`config.mk`:
```
export PLATFORM = sky130hd
export DESIGN_NAME = sensor_input_conditioner
export DESIGN_NICKNAME = d
export VERILOG_FILES = /design/src/rtl/sensor_input_conditioner.sv
export SDC_FILE = /design/constraint.sdc
export NUM_CORES = 1
export LEC_CHECK = 0
export BUFFER_PORTS_ARGS = -buffer_cell sky130_fd_sc_hd__clkbuf_2
export CAP_MARGIN = 20
export CORE_MARGIN = 2
export CORE_UTILIZATION = 55
export CTS_CLUSTER_SIZE = 40
export DETAILED_ROUTE_END_ITERATION = 10
export PLACE_DENSITY = 0.84
export SYNTH_ARGS = -nofsm -noshare
export SYNTH_HDL_FRONTEND = slang
export SYNTH_SLANG_ARGS = --single-unit
```
`constraint.sdc`:
```
create_clock -name clock -period 1.7 [get_ports clock]
set_input_delay 0 -clock clock [delete_from_list [all_inputs] [get_ports clock]]
set_output_delay 0 -clock clock [all_outputs]
set_load 0.1 [all_outputs]
```
`src/rtl/sensor_input_conditioner.sv`:
```
// Front-end conditioner for the six irrigation field sensors: two-flop
// synchronisers, per-channel debounce, a post-reset warm-up qualifier and a
// change strobe for downstream logic.
module sensor_input_conditioner #(
    parameter int DEBOUNCE_CYCLES = 16,
    parameter int CNT_W           = 5
) (
    input  logic clock,
    input  logic reset,
    input  logic sample_enable,
    input  logic raw_low_water_level,
    input  logic raw_mid_water_level,
    input  logic raw_high_water_level,
    input  logic raw_earth_humidity,
    input  logic raw_air_humidity,
    input  logic raw_low_temperature,
    output logic low_water_level,
    output logic mid_water_level,
    output logic high_water_level,
    output logic earth_humidity,
    output logic air_humidity,
    output logic low_temperature,
    output logic sensors_valid,
    output logic change_strobe
);

    localparam int NUM_CH = 6;
    localparam logic [CNT_W-1:0] LAST_COUNT = CNT_W'(DEBOUNCE_CYCLES - 1);
    localparam logic [CNT_W-1:0] WARM_DONE  = CNT_W'(DEBOUNCE_CYCLES + 2);

    logic [NUM_CH-1:0] raw_bus;
    logic [NUM_CH-1:0] sync1_reg;
    logic [NUM_CH-1:0] sync2_reg;
    logic [NUM_CH-1:0] stable_bus;
    logic [NUM_CH-1:0] update_bus;
    logic [CNT_W-1:0]  warm_reg;
    logic              strobe_reg;

    // Bit order: 0 low, 1 mid, 2 high water, 3 earth, 4 air, 5 low temperature.
    assign raw_bus = {raw_low_temperature, raw_air_humidity, raw_earth_humidity,
                      raw_high_water_level, raw_mid_water_level, raw_low_water_level};

    // Two-stage synchroniser; runs every clock regardless of sample_enable.
    always_ff @(posedge clock) begin
        if (reset) begin
            sync1_reg <= '0;
            sync2_reg <= '0;
        end else begin
            sync1_reg <= raw_bus;
            sync2_reg <= sync1_reg;
        end
    end

    genvar gi;
    generate
        for (gi = 0; gi < NUM_CH; gi++) begin : g_chan
            logic [CNT_W-1:0] count_reg;
            logic             stable_reg;
            logic             differs;

            assign differs        = sync2_reg[gi] != stable_reg;
            assign update_bus[gi] = differs && sample_enable && (count_reg == LAST_COUNT);
            assign stable_bus[gi] = stable_reg;

            // Debounce: any return to the stable level discards the partial count.
            always_ff @(posedge clock) begin
                if (reset) begin
                    count_reg  <= '0;
                    stable_reg <= 1'b0;
                end else if (!differs) begin
                    count_reg <= '0;
                end else if (sample_enable) begin
                    if (count_reg == LAST_COUNT) begin
                        stable_reg <= sync2_reg[gi];
                        count_reg  <= '0;
                    end else begin
                        count_reg <= count_reg + 1'b1;
                    end
                end
            end
        end
    endgenerate

    // Warm-up counter saturates once the debounce pipeline has fully flushed.
    always_ff @(posedge clock) begin
        if (reset) begin
            warm_reg <= '0;
        end else if (sample_enable && (warm_reg != WARM_DONE)) begin
            warm_reg <= warm_reg + 1'b1;
        end
    end

    assign sensors_valid = (warm_reg == WARM_DONE);

    // Strobe uses the pre-edge valid, so it stays low on the cycle valid rises.
    always_ff @(posedge clock) begin
        if (reset) begin
            strobe_reg <= 1'b0;
        end else begin
            strobe_reg <= (|update_bus) && sensors_valid;
        end
    end

    assign change_strobe    = strobe_reg;
    assign low_water_level  = stable_bus[0];
    assign mid_water_level  = stable_bus[1];
    assign high_water_level = stable_bus[2];
    assign earth_humidity   = stable_bus[3];
    assign air_humidity     = stable_bus[4];
    assign low_temperature  = stable_bus[5];

endmodule
```
Word-level counts from Yosys, hierarchy flattened. Index checks and enable logic that the tools add are counted.

Flip-flop bits (word level): 54. Bits in latches: 0. Memory bits (writable): 0. ROM bits: 0. Bits of input ports: 9. Output and inout port bits: 8. Logic and storage cells: 76. Memories kept: 0.

$add $sub $neg: 7. Multipliers: 0. Divide/modulo/power cells: 0. $lt $le $gt $ge: 0. Equal/unequal tests: 14. Shift operators: 0. Multiplexer cells: 6. Bitwise operators: 6. Reductions and logical operators: 27.

Operators by type and width (count): 5-bit by 1-bit adder with 5-bit output (second input constant) (7); 5-bit by 4-bit == test with 1-bit output (second input constant) (6); 5-bit two-way mux (6); 3-bit AND reduction (6); 1-bit logical AND (14); 2-bit OR reduction (6); 1-bit inequality test (6); 1-bit NOT (6); 6-bit OR reduction (1); 5-bit == test (second input constant) (1); 5-bit inequality test (second input constant) (1).

Depth between registers and ports, before layout.
Depth after elaboration: 5. Mapped depth: 6. Gate-level depth less buffers: 6.

Worst setup path after synthesis. No wires, ideal clock.

Path kind: reg2reg. Start: register g_chan[5].stable_reg (netlist: low_temperature). End: register strobe_reg (netlist: change_strobe). Library setup time: 0.088 ns. Arrival: 1.564 ns. Data required time: 1.612 ns. Path slack: 0.048 ns. Stages on the path, launching flop included: 4. Path buffers: 0. Clock period less this slack: 1.652 ns. Path through: dfxtp_1 > xor2_1 > a22oi_2 > a311oi_2.

Cells in the longest elaborated chain, start to end: 5.

Ends and longest elaborated chain: from (decl) (RTL line 58) `logic stable_reg;`; from (signal assigned) (RTL line 74) `stable_reg <= sync2_reg[gi];`; 1-bit inequality test (RTL line 61) `assign differs = sync2_reg[gi] != stable_reg;`; 1-bit logical AND (2 in series) (RTL line 62) `assign update_bus[gi] = differs && sample_enable && (count_reg == LAST_COUNT);`; 6-bit OR reduction (RTL line 100) `strobe_reg <= (|update_bus) && sensors_valid;`; 1-bit logical AND (RTL line 100); to (signal assigned) (RTL line 100); to (decl) (RTL line 37) `logic strobe_reg;`.

Every way passes these cells. A chain may end at the register's enable or synchronous reset.

Worst setup path in the final report.
Start: register warm_reg[0]. End: output port sensors_valid.

Cells in the longest elaborated chain, start to end: 1.

Ends and longest elaborated chain: from (decl) (RTL line 36) `logic [CNT_W-1:0] warm_reg;`; from (signal assigned) (RTL line 89) `warm_reg <= warm_reg + 1'b1;`; 5-bit == test (RTL line 93) `assign sensors_valid = (warm_reg == WARM_DONE);`; to (decl) (RTL line 23) `output logic sensors_valid,`.

Every way passes these cells.

==> results.py <==
metrics = {
    "outcome": {
        "outcome": "finished, final reports clean",
    },
    "drt": {
        "drt_wl_total_microns": 3480,
        "wl_per_cell_microns": 11.6,
        "drcViolationCount": 0,
        "drt-pass1-iter-count": 4,
        "drtAntennaViolNets": 0,
        "dr_total_vias": 1531,
        "first_iter_violations": 74,
        "vias_per_cell": 5.09,
    },
    "floorplanning": {
        "num_rows": 23,
        "initial_core_util_pct": 56.5,
        "die_area_sq_mm": 0.00460,
        "core_area_sq_mm": 0.00397,
        "pin_count": 17,
        "die_w_microns": 67.9,
        "fp.dieH_microns": 67.9,
    },
    "synthesis": {
        "synth_area_sq_mm": 0.00224,
        "synthMostInstantiatedCell": "dfxtp_1",
        "synth-main-ff-cell": "dfxtp_1",
        "synth_edf_count": 0,
        "synth_area_per_cell_sq_um": 9.92,
        "synthAdderAreaFrac_pct": 4.46,
        "syn_nets": 243,
        "synth_top_family_by_area": "simple AND/OR/NAND/NOR gates",
        "synth_compound_area_share_pct": 5.80,
        "yosysWarnings": 0,
        "yosysSeqAreaShare_pct": 48.2,
        "yosys.area_share.simple_pct": 27.1,
        "yosys_register_bits": 54,
        "syn_inst": 226,
        "synth_xor_area_share_pct": 9.77,
        "ys_async_sr_fraction_pct": 0,
        "synth.area.mux_share_pct": 2.34,
        "ys_top_cells_by_area": "dfxtp_1 (48%), xor2_1 (8.2%), ha_1 (4.5%)",
        "synth_top_area_share_pct": 48.2,
        "synth_cell_types": 32,
        "synth_top_area_cell": "dfxtp_1",
        "synth_common_cells": "dfxtp_1 (54), nor2_1 (23), xor2_1 (21), nand2_1 (18), nor2b_1 (12)",
    },
    "timing": {
        "hold_viol_final": 0,
        "final.min_clock_period_ns": 1.59,
        "finalMaxSlewViolations": 0,
        "setup_viol": 0,
        "clock_skew_ns": 0.00512,
        "max_slew_margin_pct": 63.4,
        "rsz0062_at_grt": "false",
        "fmax_mhz": 630,
        "fin_tns_setup_ns": 0,
        "tightest_slew_ns": 0.549,
        "post-route-period-util_pct": 93.3,
    },
    "finish": {
        "drive_gt1_share_pct": 15.1,
        "n_antenna_cell": 0,
        "largest_reg_flops": 30,
        "fin_area_sq_mm": 0.00251,
        "nets": 267,
        "syn2layout_area_growth_pct": 11.8,
    },
    "pwr": {
        "total_power_mw": 2.11,
        "max-vdd-ir-drop_mv": 0.592,
        "p_per_area_mw_per_mm2": 843,
        "cellLeakagePower_nw": 0.966,
    },
    "placement": {
        "globalplace.congestion": 0.736,
        "portBuffers": 16,
        "hpwl_microns": 2480,
        "place_area_sq_mm": 0.00235,
    },
    "grt": {
        "grt_pass1_vias": 1426,
        "grt_max_degree": 31,
        "grt_pass1_wl_microns": 6060,
        "track_usage_pct": 17.4,
        "overflow": 0,
        "grt_antenna_before_repair": 0,
    },
    "min_path": {
        "hold_depth": 3,
        "min-delay-path-class": "input port to flop",
    },
    "setup_path": {
        "critical_path_buf_inv_count": 3,
        "crit_path_end_kind": "output port",
        "cpMaxStageDelayCell": "buf_2",
        "slowest_delay_ns": 0.42,
        "reg2regPathDepth": 6,
        "cpLargestDelayFamily": "buffers and inverters",
        "path_cells": "inv_1 > ha_1 > nand4bb_1 > inv_1 > buf_2",
        "cpMostUsedCell": "inv_1",
        "cp.required_ns": 1.70,
        "crit_type": "flop to output port",
        "worst-path-stages": 5,
        "crit_fanout": 4,
        "critPathLaunchType": "flop",
        "critical_path_arrival_ns": 1.59,
    },
    "job": {
        "cap_violations": 0,
    },
    "clocking": {
        "clkTransAtPathRegs_ns": 0.09,
        "postCtsSetupBuffers": 0,
        "cts_tree": "built",
        "clock_sinks": 54,
        "htreeDepth": 2,
        "insertion_delay_ns": 0.30,
        "cts_root_buf": "clkbuf_8",
        "ctsLongestPathBuffers": 2,
        "numCtsBuffers": 5,
    },
}
cell usage in the layout (no fill, tap or decap), drive strengths merged, types with 2 or more instances in the layout:
cell type,n
mux2,2
ha,8
o21ai,6
xor2,21
xnor2,4
nor2b,12
buf,3
dlygate4sd3,6
a22oi,3
nand4b,4
nor2,27
nor3,10
dfxtp,54
a21oi,10
inv,2
nand2,19
nand3,5
mux2i,3
clkbuf,22
nand4,13
nand2b,11
worst reg2reg max path, stage by stage, from the launching register on:
cell       delay (ns)
dfxtp_1          0.41
inv_1            0.06
ha_1             0.19
nand4bb_1        0.20
and2_1           0.21
nor2_1           0.05
a211oi_1         0.22
power breakdown:
group	internal [mW]	switching [mW]	total (mW)	leakage, nW
Sequential	1.29	0.0136	1.30	0.438
Combinational	0.0501	0.0512	0.101	0.480
Clock	0.329	0.383	0.712	0.0482
Total	1.66	0.448	2.11	0.966
area by class of cell:
cell class,instances,area [sq um]
clock inverters,1,5.00
multi-input cells,163,1110
inverters,2,7.51
well taps,50,62.6
flip-flops and latches,54,1080
fillers,321,1470
repair buffers,24,155
clock buffers,7,86.3
logic make-up after synthesis:
group | count (synthesis)
compound gates | 21
buf+inv | 9
fa+ha+maj | 8
flops | 54
xor+xnor | 25
simple gates | 104
mux | 5
metrics by stage:
stage	util [%]	cells	worst slack (ns)	hold WS [ns]
2_1_floorplan	-	226	0.0480	0.128
3_3_place_gp	59.3	287	0.333	0.210
3_5_place_dp	59.3	287	0.275	0.213
4_1_cts	63.1	301	0.0665	0.0612
5_1_grt	63.1	301	0.00628	0.0731
6_report	63.1	301	0.113	0.0631
final timing paths:
path	endpoint	start	slack, ns
worst min-delay path	g_chan[5].count_reg[1]	sample_enable	0.06
worst max register to register	warm_reg[1]	warm_reg[0]	0.26
worst max-delay path	sensors_valid	warm_reg[0]	0.11
worst min register to register	sync2_reg[0]	sync1_reg[0]	0.44
layer usage:
metal / global-route usage, % / routed length, microns / part of all wire, %
met4: 6.00 / 42 / 1.2
met2: 28.9 / 1700 / 49
met1: 22.9 / 1670 / 48
met3: 2.96 / 67 / 1.9
met5: 0 / 0 / 0
timing repair:
| action | CTS | global route |
|---|---|---|
| setup endpoints to repair | 0 | 1 |
| hold buffers | 6 | 0 |
| endpoints found under the hold margin | 6 | 0 |
| gates resized for setup | 0 | 1 |
No activity file was read; power rests on OpenSTA's default activity.
